$ cat config.mk
export PLATFORM = sky130hd
export DESIGN_NAME = img_buf_ctrl_flat
export DESIGN_NICKNAME = d
export VERILOG_FILES = /design/src/rtl/img_buf_ctrl_if.sv /design/src/rtl/img_buf_ctrl.sv /design/src/flat_wrapper.sv
export SDC_FILE = /design/constraint.sdc
export NUM_CORES = 1
export LEC_CHECK = 0
export ABC_CLOCK_PERIOD_IN_PS = 5400
export BUFFER_PORTS_ARGS = -buffer_cell sky130_fd_sc_hd__buf_4
export CAP_MARGIN = 25
export CORE_ASPECT_RATIO = 0.9
export CORE_UTILIZATION = 50
export DETAILED_ROUTE_END_ITERATION = 7
export PLACE_DENSITY = 0.82
export SYNTH_ARGS = -nofsm -noshare
export SYNTH_HDL_FRONTEND = slang
export SYNTH_SLANG_ARGS = --single-unit
$ cat constraint.sdc
create_clock -name clk -period 5.4 [get_ports clk]
set_clock_uncertainty 0.15 [all_clocks]
set_input_delay 0.54 -clock clk [delete_from_list [all_inputs] [get_ports clk]]
set_output_delay 0.54 -clock clk [all_outputs]
set_load 0.005 [all_outputs]
$ cat src/rtl/img_buf_ctrl_if.sv
// Stream and buffer-port bundle for img_buf_ctrl: source pixels, remap
// coordinates, the four-bank buffer write/read ports and the result stream.
interface img_buf_ctrl_if #(
    parameter int COORD_WIDTH = 16,
    parameter int FRAC_BITS   = 4
);
    logic                   s_valid;
    logic                   s_ready;
    logic [7:0]             s_pixel;

    logic                   c_valid;
    logic                   c_ready;
    logic [COORD_WIDTH-1:0] c_x;
    logic [COORD_WIDTH-1:0] c_y;

    logic [7:0]             buf_pixel;
    logic                   buf_w_en;
    logic [9:0]             buf_wx;
    logic [9:0]             buf_wy;
    logic [9:0]             buf_rx;
    logic [9:0]             buf_ry;
    logic [7:0]             buf_lu;
    logic [7:0]             buf_ru;
    logic [7:0]             buf_ld;
    logic [7:0]             buf_rd;

    logic                   m_valid;
    logic [7:0]             m_lu;
    logic [7:0]             m_ru;
    logic [7:0]             m_ld;
    logic [7:0]             m_rd;
    logic [FRAC_BITS-1:0]   m_fx;
    logic [FRAC_BITS-1:0]   m_fy;
    logic                   m_oob;

    modport master (
        input  s_valid, s_pixel, c_valid, c_x, c_y,
        input  buf_lu, buf_ru, buf_ld, buf_rd,
        output s_ready, c_ready,
        output buf_pixel, buf_w_en, buf_wx, buf_wy, buf_rx, buf_ry,
        output m_valid, m_lu, m_ru, m_ld, m_rd, m_fx, m_fy, m_oob
    );

    modport slave (
        output s_valid, s_pixel, c_valid, c_x, c_y,
        output buf_lu, buf_ru, buf_ld, buf_rd,
        input  s_ready, c_ready,
        input  buf_pixel, buf_w_en, buf_wx, buf_wy, buf_rx, buf_ry,
        input  m_valid, m_lu, m_ru, m_ld, m_rd, m_fx, m_fy, m_oob
    );
endinterface

$ cat src/rtl/img_buf_ctrl.sv
// Frame sequencer for the four-bank interpolation buffer: raster fill, then
// remap-coordinate reads with fractional weights realigned to the 2-cycle buffer.
module img_buf_ctrl #(
    parameter int IMG_WIDTH   = 8,
    parameter int IMG_HEIGHT  = 8,
    parameter int COORD_WIDTH = 16,
    parameter int FRAC_BITS   = 4
) (
    input  logic           clk,
    input  logic           rst,
    input  logic           start,
    output logic           busy,
    output logic           frame_done,
    img_buf_ctrl_if.master bus
);

    localparam int NPIX = IMG_WIDTH * IMG_HEIGHT;
    localparam int RCW  = $clog2(NPIX + 1);

    localparam logic [9:0]                    WX_LAST = 10'(IMG_WIDTH - 1);
    localparam logic [9:0]                    WY_LAST = 10'(IMG_HEIGHT - 1);
    localparam logic [9:0]                    RX_MAX  = 10'(IMG_WIDTH - 2);
    localparam logic [9:0]                    RY_MAX  = 10'(IMG_HEIGHT - 2);
    localparam logic signed [COORD_WIDTH-1:0] IX_MAX  = COORD_WIDTH'(IMG_WIDTH - 2);
    localparam logic signed [COORD_WIDTH-1:0] IY_MAX  = COORD_WIDTH'(IMG_HEIGHT - 2);
    localparam logic [RCW-1:0]                RD_LAST = RCW'(NPIX - 1);

    typedef enum logic [2:0] {IDLE, FILL, READ, DRAIN, DONE} state_t;

    typedef struct packed {
        logic                 valid;
        logic [FRAC_BITS-1:0] fx;
        logic [FRAC_BITS-1:0] fy;
        logic                 oob;
    } side_t;

    state_t                   state_q, state_d;
    logic [9:0]               wx_q, wx_d, wy_q, wy_d;
    logic [RCW-1:0]           rd_cnt_q, rd_cnt_d;
    logic                     buf_w_en_q, buf_w_en_d;
    logic [7:0]               buf_pixel_q, buf_pixel_d;
    logic [9:0]               buf_wx_q, buf_wx_d, buf_wy_q, buf_wy_d;
    logic [9:0]               buf_rx_q, buf_rx_d, buf_ry_q, buf_ry_d;
    side_t [2:0]              pipe_q, pipe_d;

    logic                     s_rdy, c_rdy, s_hs, c_hs;
    logic signed [COORD_WIDTH-1:0] ix, iy;
    logic                     ix_lo, ix_hi, iy_lo, iy_hi;
    logic [9:0]               rx, ry;

    assign s_hs = bus.s_valid & s_rdy;
    assign c_hs = bus.c_valid & c_rdy;

    // NOTE: sequential state uses non-blocking assignments so every flop samples pre-edge values.
    always_ff @(posedge clk) begin
        if (rst) state_q <= IDLE;
        else     state_q <= state_d;
    end

    // NOTE: every always_comb output gets a default first so no path can infer a latch.
    always_comb begin
        state_d = state_q;
        case (state_q)
            IDLE:    if (start) state_d = FILL;
            FILL:    if (s_hs && wx_q == WX_LAST && wy_q == WY_LAST) state_d = READ;
            READ:    if (c_hs && rd_cnt_q == RD_LAST) state_d = DRAIN;
            // Stage 2 leaves this cycle, so empty stages 0/1 mean the last result is out.
            DRAIN:   if (!pipe_q[0].valid && !pipe_q[1].valid) state_d = DONE;
            DONE:    state_d = IDLE;
            default: state_d = IDLE;
        endcase
    end

    always_comb begin
        busy       = 1'b1;
        frame_done = 1'b0;
        s_rdy      = 1'b0;
        c_rdy      = 1'b0;
        case (state_q)
            IDLE:    busy       = 1'b0;
            FILL:    s_rdy      = 1'b1;
            READ:    c_rdy      = 1'b1;
            DONE:    frame_done = 1'b1;
            default: ;
        endcase
    end

    // Coordinate decode: clamp decisions use the full signed value before truncation.
    always_comb begin
        ix    = $signed(bus.c_x) >>> FRAC_BITS;
        iy    = $signed(bus.c_y) >>> FRAC_BITS;
        ix_lo = ix[COORD_WIDTH-1];
        iy_lo = iy[COORD_WIDTH-1];
        ix_hi = ix > IX_MAX;
        iy_hi = iy > IY_MAX;
        rx    = ix_lo ? 10'd0 : (ix_hi ? RX_MAX : ix[9:0]);
        ry    = iy_lo ? 10'd0 : (iy_hi ? RY_MAX : iy[9:0]);
    end

    always_comb begin
        wx_d        = wx_q;
        wy_d        = wy_q;
        rd_cnt_d    = rd_cnt_q;
        buf_w_en_d  = s_hs;
        buf_pixel_d = buf_pixel_q;
        buf_wx_d    = buf_wx_q;
        buf_wy_d    = buf_wy_q;
        buf_rx_d    = buf_rx_q;
        buf_ry_d    = buf_ry_q;
        pipe_d[0]   = '0;
        pipe_d[1]   = pipe_q[0];
        pipe_d[2]   = pipe_q[1];

        if (state_q == IDLE) begin
            wx_d     = '0;
            wy_d     = '0;
            rd_cnt_d = '0;
        end

        if (s_hs) begin
            buf_pixel_d = bus.s_pixel;
            buf_wx_d    = wx_q;
            buf_wy_d    = wy_q;
            if (wx_q == WX_LAST) begin
                wx_d = '0;
                wy_d = wy_q + 10'd1;
            end else begin
                wx_d = wx_q + 10'd1;
            end
        end

        if (c_hs) begin
            buf_rx_d  = rx;
            buf_ry_d  = ry;
            rd_cnt_d  = rd_cnt_q + RCW'(1);
            pipe_d[0] = '{valid: 1'b1,
                          fx:    bus.c_x[FRAC_BITS-1:0],
                          fy:    bus.c_y[FRAC_BITS-1:0],
                          oob:   ix_lo | ix_hi | iy_lo | iy_hi};
        end
    end

    always_ff @(posedge clk) begin
        if (rst) begin
            wx_q        <= '0;
            wy_q        <= '0;
            rd_cnt_q    <= '0;
            buf_w_en_q  <= 1'b0;
            buf_pixel_q <= '0;
            buf_wx_q    <= '0;
            buf_wy_q    <= '0;
            buf_rx_q    <= '0;
            buf_ry_q    <= '0;
            pipe_q      <= '0;
        end else begin
            wx_q        <= wx_d;
            wy_q        <= wy_d;
            rd_cnt_q    <= rd_cnt_d;
            buf_w_en_q  <= buf_w_en_d;
            buf_pixel_q <= buf_pixel_d;
            buf_wx_q    <= buf_wx_d;
            buf_wy_q    <= buf_wy_d;
            buf_rx_q    <= buf_rx_d;
            buf_ry_q    <= buf_ry_d;
            pipe_q      <= pipe_d;
        end
    end

    assign bus.s_ready   = s_rdy;
    assign bus.c_ready   = c_rdy;
    assign bus.buf_w_en  = buf_w_en_q;
    assign bus.buf_pixel = buf_pixel_q;
    assign bus.buf_wx    = buf_wx_q;
    assign bus.buf_wy    = buf_wy_q;
    assign bus.buf_rx    = buf_rx_q;
    assign bus.buf_ry    = buf_ry_q;

    // Neighbours arrive from the buffer already aligned with pipeline stage 2.
    assign bus.m_valid   = pipe_q[2].valid;
    assign bus.m_fx      = pipe_q[2].fx;
    assign bus.m_fy      = pipe_q[2].fy;
    assign bus.m_oob     = pipe_q[2].oob;
    assign bus.m_lu      = bus.buf_lu;
    assign bus.m_ru      = bus.buf_ru;
    assign bus.m_ld      = bus.buf_ld;
    assign bus.m_rd      = bus.buf_rd;

endmodule

$ cat src/flat_wrapper.sv
// flat-port wrapper written by rule: the top's interface ports become plain ports
module img_buf_ctrl_flat 
#(
    parameter int IMG_WIDTH   = 8,
    parameter int IMG_HEIGHT  = 8,
    parameter int COORD_WIDTH = 16,
    parameter int FRAC_BITS   = 4
)
  (clk, rst, start, busy, frame_done, bus_s_valid, bus_s_pixel, bus_c_valid, bus_c_x, bus_c_y, bus_buf_lu, bus_buf_ru, bus_buf_ld, bus_buf_rd, bus_s_ready, bus_c_ready, bus_buf_pixel, bus_buf_w_en, bus_buf_wx, bus_buf_wy, bus_buf_rx, bus_buf_ry, bus_m_valid, bus_m_lu, bus_m_ru, bus_m_ld, bus_m_rd, bus_m_fx, bus_m_fy, bus_m_oob);
  img_buf_ctrl_if #(.COORD_WIDTH(COORD_WIDTH), .FRAC_BITS(FRAC_BITS)) bus_i ();
  input  logic clk;
  input  logic rst;
  input  logic start;
  output logic busy;
  output logic frame_done;
  input wire logic [$bits(bus_i.s_valid)-1:0] bus_s_valid;
  input wire logic [$bits(bus_i.s_pixel)-1:0] bus_s_pixel;
  input wire logic [$bits(bus_i.c_valid)-1:0] bus_c_valid;
  input wire logic [$bits(bus_i.c_x)-1:0] bus_c_x;
  input wire logic [$bits(bus_i.c_y)-1:0] bus_c_y;
  input wire logic [$bits(bus_i.buf_lu)-1:0] bus_buf_lu;
  input wire logic [$bits(bus_i.buf_ru)-1:0] bus_buf_ru;
  input wire logic [$bits(bus_i.buf_ld)-1:0] bus_buf_ld;
  input wire logic [$bits(bus_i.buf_rd)-1:0] bus_buf_rd;
  output wire logic [$bits(bus_i.s_ready)-1:0] bus_s_ready;
  output wire logic [$bits(bus_i.c_ready)-1:0] bus_c_ready;
  output wire logic [$bits(bus_i.buf_pixel)-1:0] bus_buf_pixel;
  output wire logic [$bits(bus_i.buf_w_en)-1:0] bus_buf_w_en;
  output wire logic [$bits(bus_i.buf_wx)-1:0] bus_buf_wx;
  output wire logic [$bits(bus_i.buf_wy)-1:0] bus_buf_wy;
  output wire logic [$bits(bus_i.buf_rx)-1:0] bus_buf_rx;
  output wire logic [$bits(bus_i.buf_ry)-1:0] bus_buf_ry;
  output wire logic [$bits(bus_i.m_valid)-1:0] bus_m_valid;
  output wire logic [$bits(bus_i.m_lu)-1:0] bus_m_lu;
  output wire logic [$bits(bus_i.m_ru)-1:0] bus_m_ru;
  output wire logic [$bits(bus_i.m_ld)-1:0] bus_m_ld;
  output wire logic [$bits(bus_i.m_rd)-1:0] bus_m_rd;
  output wire logic [$bits(bus_i.m_fx)-1:0] bus_m_fx;
  output wire logic [$bits(bus_i.m_fy)-1:0] bus_m_fy;
  output wire logic [$bits(bus_i.m_oob)-1:0] bus_m_oob;
  assign bus_i.s_valid = bus_s_valid;
  assign bus_i.s_pixel = bus_s_pixel;
  assign bus_i.c_valid = bus_c_valid;
  assign bus_i.c_x = bus_c_x;
  assign bus_i.c_y = bus_c_y;
  assign bus_i.buf_lu = bus_buf_lu;
  assign bus_i.buf_ru = bus_buf_ru;
  assign bus_i.buf_ld = bus_buf_ld;
  assign bus_i.buf_rd = bus_buf_rd;
  assign bus_s_ready = bus_i.s_ready;
  assign bus_c_ready = bus_i.c_ready;
  assign bus_buf_pixel = bus_i.buf_pixel;
  assign bus_buf_w_en = bus_i.buf_w_en;
  assign bus_buf_wx = bus_i.buf_wx;
  assign bus_buf_wy = bus_i.buf_wy;
  assign bus_buf_rx = bus_i.buf_rx;
  assign bus_buf_ry = bus_i.buf_ry;
  assign bus_m_valid = bus_i.m_valid;
  assign bus_m_lu = bus_i.m_lu;
  assign bus_m_ru = bus_i.m_ru;
  assign bus_m_ld = bus_i.m_ld;
  assign bus_m_rd = bus_i.m_rd;
  assign bus_m_fx = bus_i.m_fx;
  assign bus_m_fy = bus_i.m_fy;
  assign bus_m_oob = bus_i.m_oob;
  img_buf_ctrl #(.IMG_WIDTH(IMG_WIDTH), .IMG_HEIGHT(IMG_HEIGHT), .COORD_WIDTH(COORD_WIDTH), .FRAC_BITS(FRAC_BITS)) u_core (.clk(clk), .rst(rst), .start(start), .busy(busy), .frame_done(frame_done), .bus(bus_i));
endmodule
# == Word level (Yosys, flattened, before mapping) ==
# Index checks and enable logic that the tools add are counted.
# op_classes
addsub,3
n_lt_le_gt_ge,2
n_eq_ne,11
mux,22
bitwise,6
n_reduce_logical,11
# ops
cell,count
$mux 10,11
$gt 12x4->1 const B,2
$add 10x1->10 const B,2
$eq 10x3->1 const B,2
$mux 7,2
$mux 3,4
$pmux 3 s4,1
$add 7x1->7 const B,1
$eq 7x6->1 const B,1
$eq 3x2->1 const B,2
$ne 2x1->1 const B,3
$logic_and 1x1->1,4
$mux 1,4
$reduce_and 4->1,1
$reduce_bool 2->1,2
$eq 3x1->1 const B,1
$eq 3x3->1 const B,1
$logic_not 3->1,1
$or 1x1->1,3
$and 1x1->1,2
$logic_not 1->1,2
$ne 2x2->1 const B,1
$reduce_or 2->1,1
$not 1->1,1
# word_totals
reg_bits,109
out_inout_bits,95
elab_cells,77

# == Depth between registers and ports, before layout ==
# logic_depth
depth_word,7
mapped_depth,7
mapped_depth_nobuf,5

# == Worst setup path before layout ==
# Ideal clock, no wire load.
# synth_timing
path_type,reg-to-reg
start,reg u_core.wx_q[0]
end,reg u_core.wy_q[7]
setup_time_ns,0.070
arrival_ns,2.311
t_required_ns,5.180
slack_ns,2.868
path_stages_with_launch,7
path_buffers,1
path_cell_list,dfxtp_1 > ha_1 > or4b_4 > or4_1 > buf_2 > or4_1 > a21oi_1
# synth_via
elab_chain_cells,3
# synth_rtl
element,line_no,source
start: declaration,img_buf_ctrl.sv:38,"logic [9:0] wx_q, wx_d, wy_q, wy_d;"
start signal: assignment,img_buf_ctrl.sv:156,wx_q <= wx_d;
$eq 10x3->1,img_buf_ctrl.sv:124,if (wx_q == WX_LAST) begin
$mux 10,img_buf_ctrl.sv:124,
$mux 10,img_buf_ctrl.sv:120,if (s_hs) begin
end signal: assignment,img_buf_ctrl.sv:157,wy_q <= wy_d;
end: declaration,img_buf_ctrl.sv:38,
# Every way passes these cells.
# A chain may end at the register's enable or synchronous reset.

# == Worst setup path after layout ==
# Same ends and word-level chain as after synthesis.

==> metrics.md <==
| Metric | Value |
|---|---|
| Outcome | `completed` |
| Initial antenna violation count | `0` |
| Synth cell types | `53` |
| Post-synthesis simple-gate area fraction | `0.2533` |
| Nets | `624` |
| Slew headroom | `0.4331` |
| Finished Core Util | `0.6283` |
| Vias in the first global route | `3331` |
| Routed wire length on met3 | `515 um` |
| Sink Count | `109` |
| Min cycle time layout | `2.792 ns` |
| F_max | `358.1 MHz` |
| Ys flop type | `dfxtp_1` |
| CTS root buffer | `clkbuf_8` |
| Leak Pwr | `2.035 nW` |
| # DRC | `0` |
| Mapped cell area | `4288 sq um` |
| Syn_nets | `562` |
| Routed len/inst | `13.45 um` |
| RSZ-0062 raised after global routing | `false` |
| Top layer used by detailed routing | `met4` |
| PwrDens | `275.6 nW/um^2` |
| Final Hold Vio Count | `0` |
| # rows | `31` |
| Cts hold-fix bufs | `0` |
| Number of H-tree levels | `3` |
| CTS tree | `yes` |
| Dpl hpwl | `6064 um` |
| Slew Limit Fails | `0` |
| WS Path Type | `flop to flop` |
| Top cell type's share of synthesized area | `0.5089` |
| Gr ovfl total | `0` |
| Via density | `5.273` |
| Buffers on Ports | `107` |
| Worst-path cell chain | `ha_1 -> or4b_4 -> or4_1 -> or4_1 -> a21oi_1` |
| Post-synthesis adder-cell area fraction | `0.008754` |
| Max Cap Viol | `0` |
| Post-Synthesis Cells | `482` |
| Largest family of logic cells by synthesized area | `simple AND/OR/NAND/NOR gates` |
| Avg Inst Size Synth | `8.896 sq um` |
| Crit path required time | `5.54 ns` |
| Worst path slowest cell | `or4_1` |
| Die Height | `89.86 um` |
| Die width | `99.62 um` |
| Fillers | `688` |
| CP Max Fanout | `8` |
| Critical path's most frequent cell | `or4_1` |
| Seq/Total Area, Yosys | `0.5089` |
| Maximum vdd drop | `0.0001709 V` |
| Number of buffers created by CTS | `9` |
| Post-synthesis mux area share | `0.002334` |
| Die ar. | `8951 sq um` |
| Class of the worst hold path | `input pin to flop` |
| Final Cycle Share | `0.5171` |
| Ranking of synthesized cells by area | `dfxtp_1, nand2_1, a21oi_1` |
| First-pass GRT wire length | `15040 um` |
| Final setup viols | `0` |
| Via count | `3501` |
| Largest net degree at the start of global routing | `85` |
| Gpl congestion | `0.8116` |
| Biggest area consumer among synthesized cells | `dfxtp_1` |
| Post-synth ARST share | `0` |
| Wire length on met2 | `4448 um` |
| Worst-Skew Late Latency | `0.36 ns` |
| Final Routed Wirelength | `8933 um` |
| Starting DRT DRC Count | `145` |
| CTS resizes | `0` |
| Post-synthesis compound-gate area fraction | `0.1348` |
| Worst slew pin tran | `0.8504 ns` |
| FF+latch count, synth | `109` |
| Layout cells sized above 1 | `0.2368` |
| DRT Pass-1 Iters | `5` |
| Reg clk slew, reported paths | `0.10 ns` |
| Crit path capture type | `flop` |
| Final antenna-violating net count | `0` |
| Top-Level Pins | `172` |
| Area Growth Syn to Fin | `19.93%` |
| Metal-1 WL | `3854 um` |
| Overall routing resource usage | `0.2042` |
| Post-Synth XOR/XNOR Area | `0.004085` |
| Slowest stage delay, CP | `0.64 ns` |
| Startpoint Class | `flop` |
| Arrival time of the worst setup path | `2.93 ns` |
| Antenna Diode Count | `0` |
| Synth warn | `0` |
| Setup bufs post-CTS | `0` |
| Setup TNS | `0 ns` |
| Number of synthesized flops with an enable pin | `0` |
| CTS Buffer Depth | `2` |
| Core area | `8184 sq um` |
| Starting Density | `0.5239` |
## cell type report
class	count	area [sq um]	share of cell area
flip-flops and latches	109	2182	0.4243
multi-input cells	307	1744	0.3392
repair buffers	110	825.8	0.1606
well taps	115	143.9	0.02798
clock buffers	9	123.9	0.02409
clock inverters	7	96.34	0.01873
inverters	7	26.28	0.005109
## metal layers
layer  global-route usage  up-vias
li1                     -     1756
met1               0.2412     1613
met2               0.3524      106
met3              0.05754       26
met4              0.07230        0
met5                    0        -
## through the flow
step	cells	total power, W	cell area, sq um	hold WS [ns]	setup slack, ns
3_5_place_dp	648	0.0008979	4922	0.2704	2.642
2_1_floorplan	482	0.0008778	4288	0.2638	2.868
4_1_cts	664	0.001428	5142	0.2159	2.618
3_3_place_gp	648	0.0008959	4922	0.2645	2.756
6_report	664	0.001417	5142	0.2278	2.608
5_1_grt	664	0.001474	5142	0.2025	2.424
## critical path: cells and delay by family, from the launching register on
kind,cells,cell delay [ns]
simple gates,3,1.71
compound gates,1,0.14
fa+ha+maj,1,0.26
flops,1,0.46
## Yosys cell counts (3+ instances only)
library cell / instances
nand3_1: 13
dfxtp_1: 109
nor4_1: 8
nor3b_1: 3
buf_2: 4
or3_1: 7
nand4_1: 6
nor2b_1: 23
ha_1: 3
and2_1: 23
o21ai_0: 12
a21oi_1: 51
clkbuf_1: 19
or4_1: 6
a311oi_1: 6
buf_4: 33
nor2_1: 25
nor3_1: 4
and4_1: 3
nand2_1: 69
buf_1: 3
a31oi_1: 4
inv_1: 6
## report_power, final
group	internal (W)	switching (W)
combinational	0.0000329	0.0000358
sequential	0.000807	0.00000339
clock	0.000265	0.000273
## flip-flops by register name (all words and copies together) (netlist names)
| name | flops |
|---|---|
| u_core.wy_q | 10 |
| u_core.bus.m_oob | 1 |
| u_core.bus.buf_wy | 10 |
| u_core.bus.buf_wx | 10 |
| u_core.bus.buf_rx | 10 |
| u_core.rd_cnt_q | 7 |
| u_core.wx_q | 10 |
| u_core.bus.buf_w_en | 1 |
| u_core.state_q | 3 |
| u_core.pipe_d | 20 |
| u_core.bus.m_fx | 4 |
| u_core.bus.buf_pixel | 8 |
| u_core.bus.buf_ry | 10 |
| u_core.bus.m_fy | 4 |
| u_core.bus.m_valid | 1 |
## cell usage in the layout (no fill, tap or decap), types with 3 or more instances in the layout
cell	instances
nor2_1	25
nor2b_1	23
and4_1	3
ha_1	3
buf_4	110
or4_1	6
and2_1	23
nand4_1	6
clkbuf_8	9
nor3b_1	3
or3_1	7
a31oi_1	4
nand3_1	13
a21oi_1	51
inv_1	6
a311oi_1	6
nand2_1	69
nor4_1	8
o21ai_0	12
inv_6	3
nor3_1	4
dfxtp_1	109
## cell families (layout without fill, tap and decap cells)
kind of cell               count (synthesis)  in the layout
DFF                                      109            109
xor gates and xnor gates                   2              2
AOI/OAI and AO/OA                         95             95
buffers and inverters                     66            133
and+or+nand+nor                          206            206
muxes                                      1              1
adders and majority gates                  3              3
## path summary, 6_finish.rpt
kind                           from                 end  slack (ns)  depth (start not counted)
setup / recovery     u_core.wx_q[0]      u_core.wy_q[7]        2.61                          5
setup reg to reg     u_core.wx_q[0]      u_core.wy_q[7]        2.61                          5
hold reg to reg   u_core.pipe_d[28]  u_core.bus.m_fx[3]        0.29                          1
hold / removal           bus_c_y[2]   u_core.pipe_d[13]        0.23                          2
(Power assumes the default switching activity.)
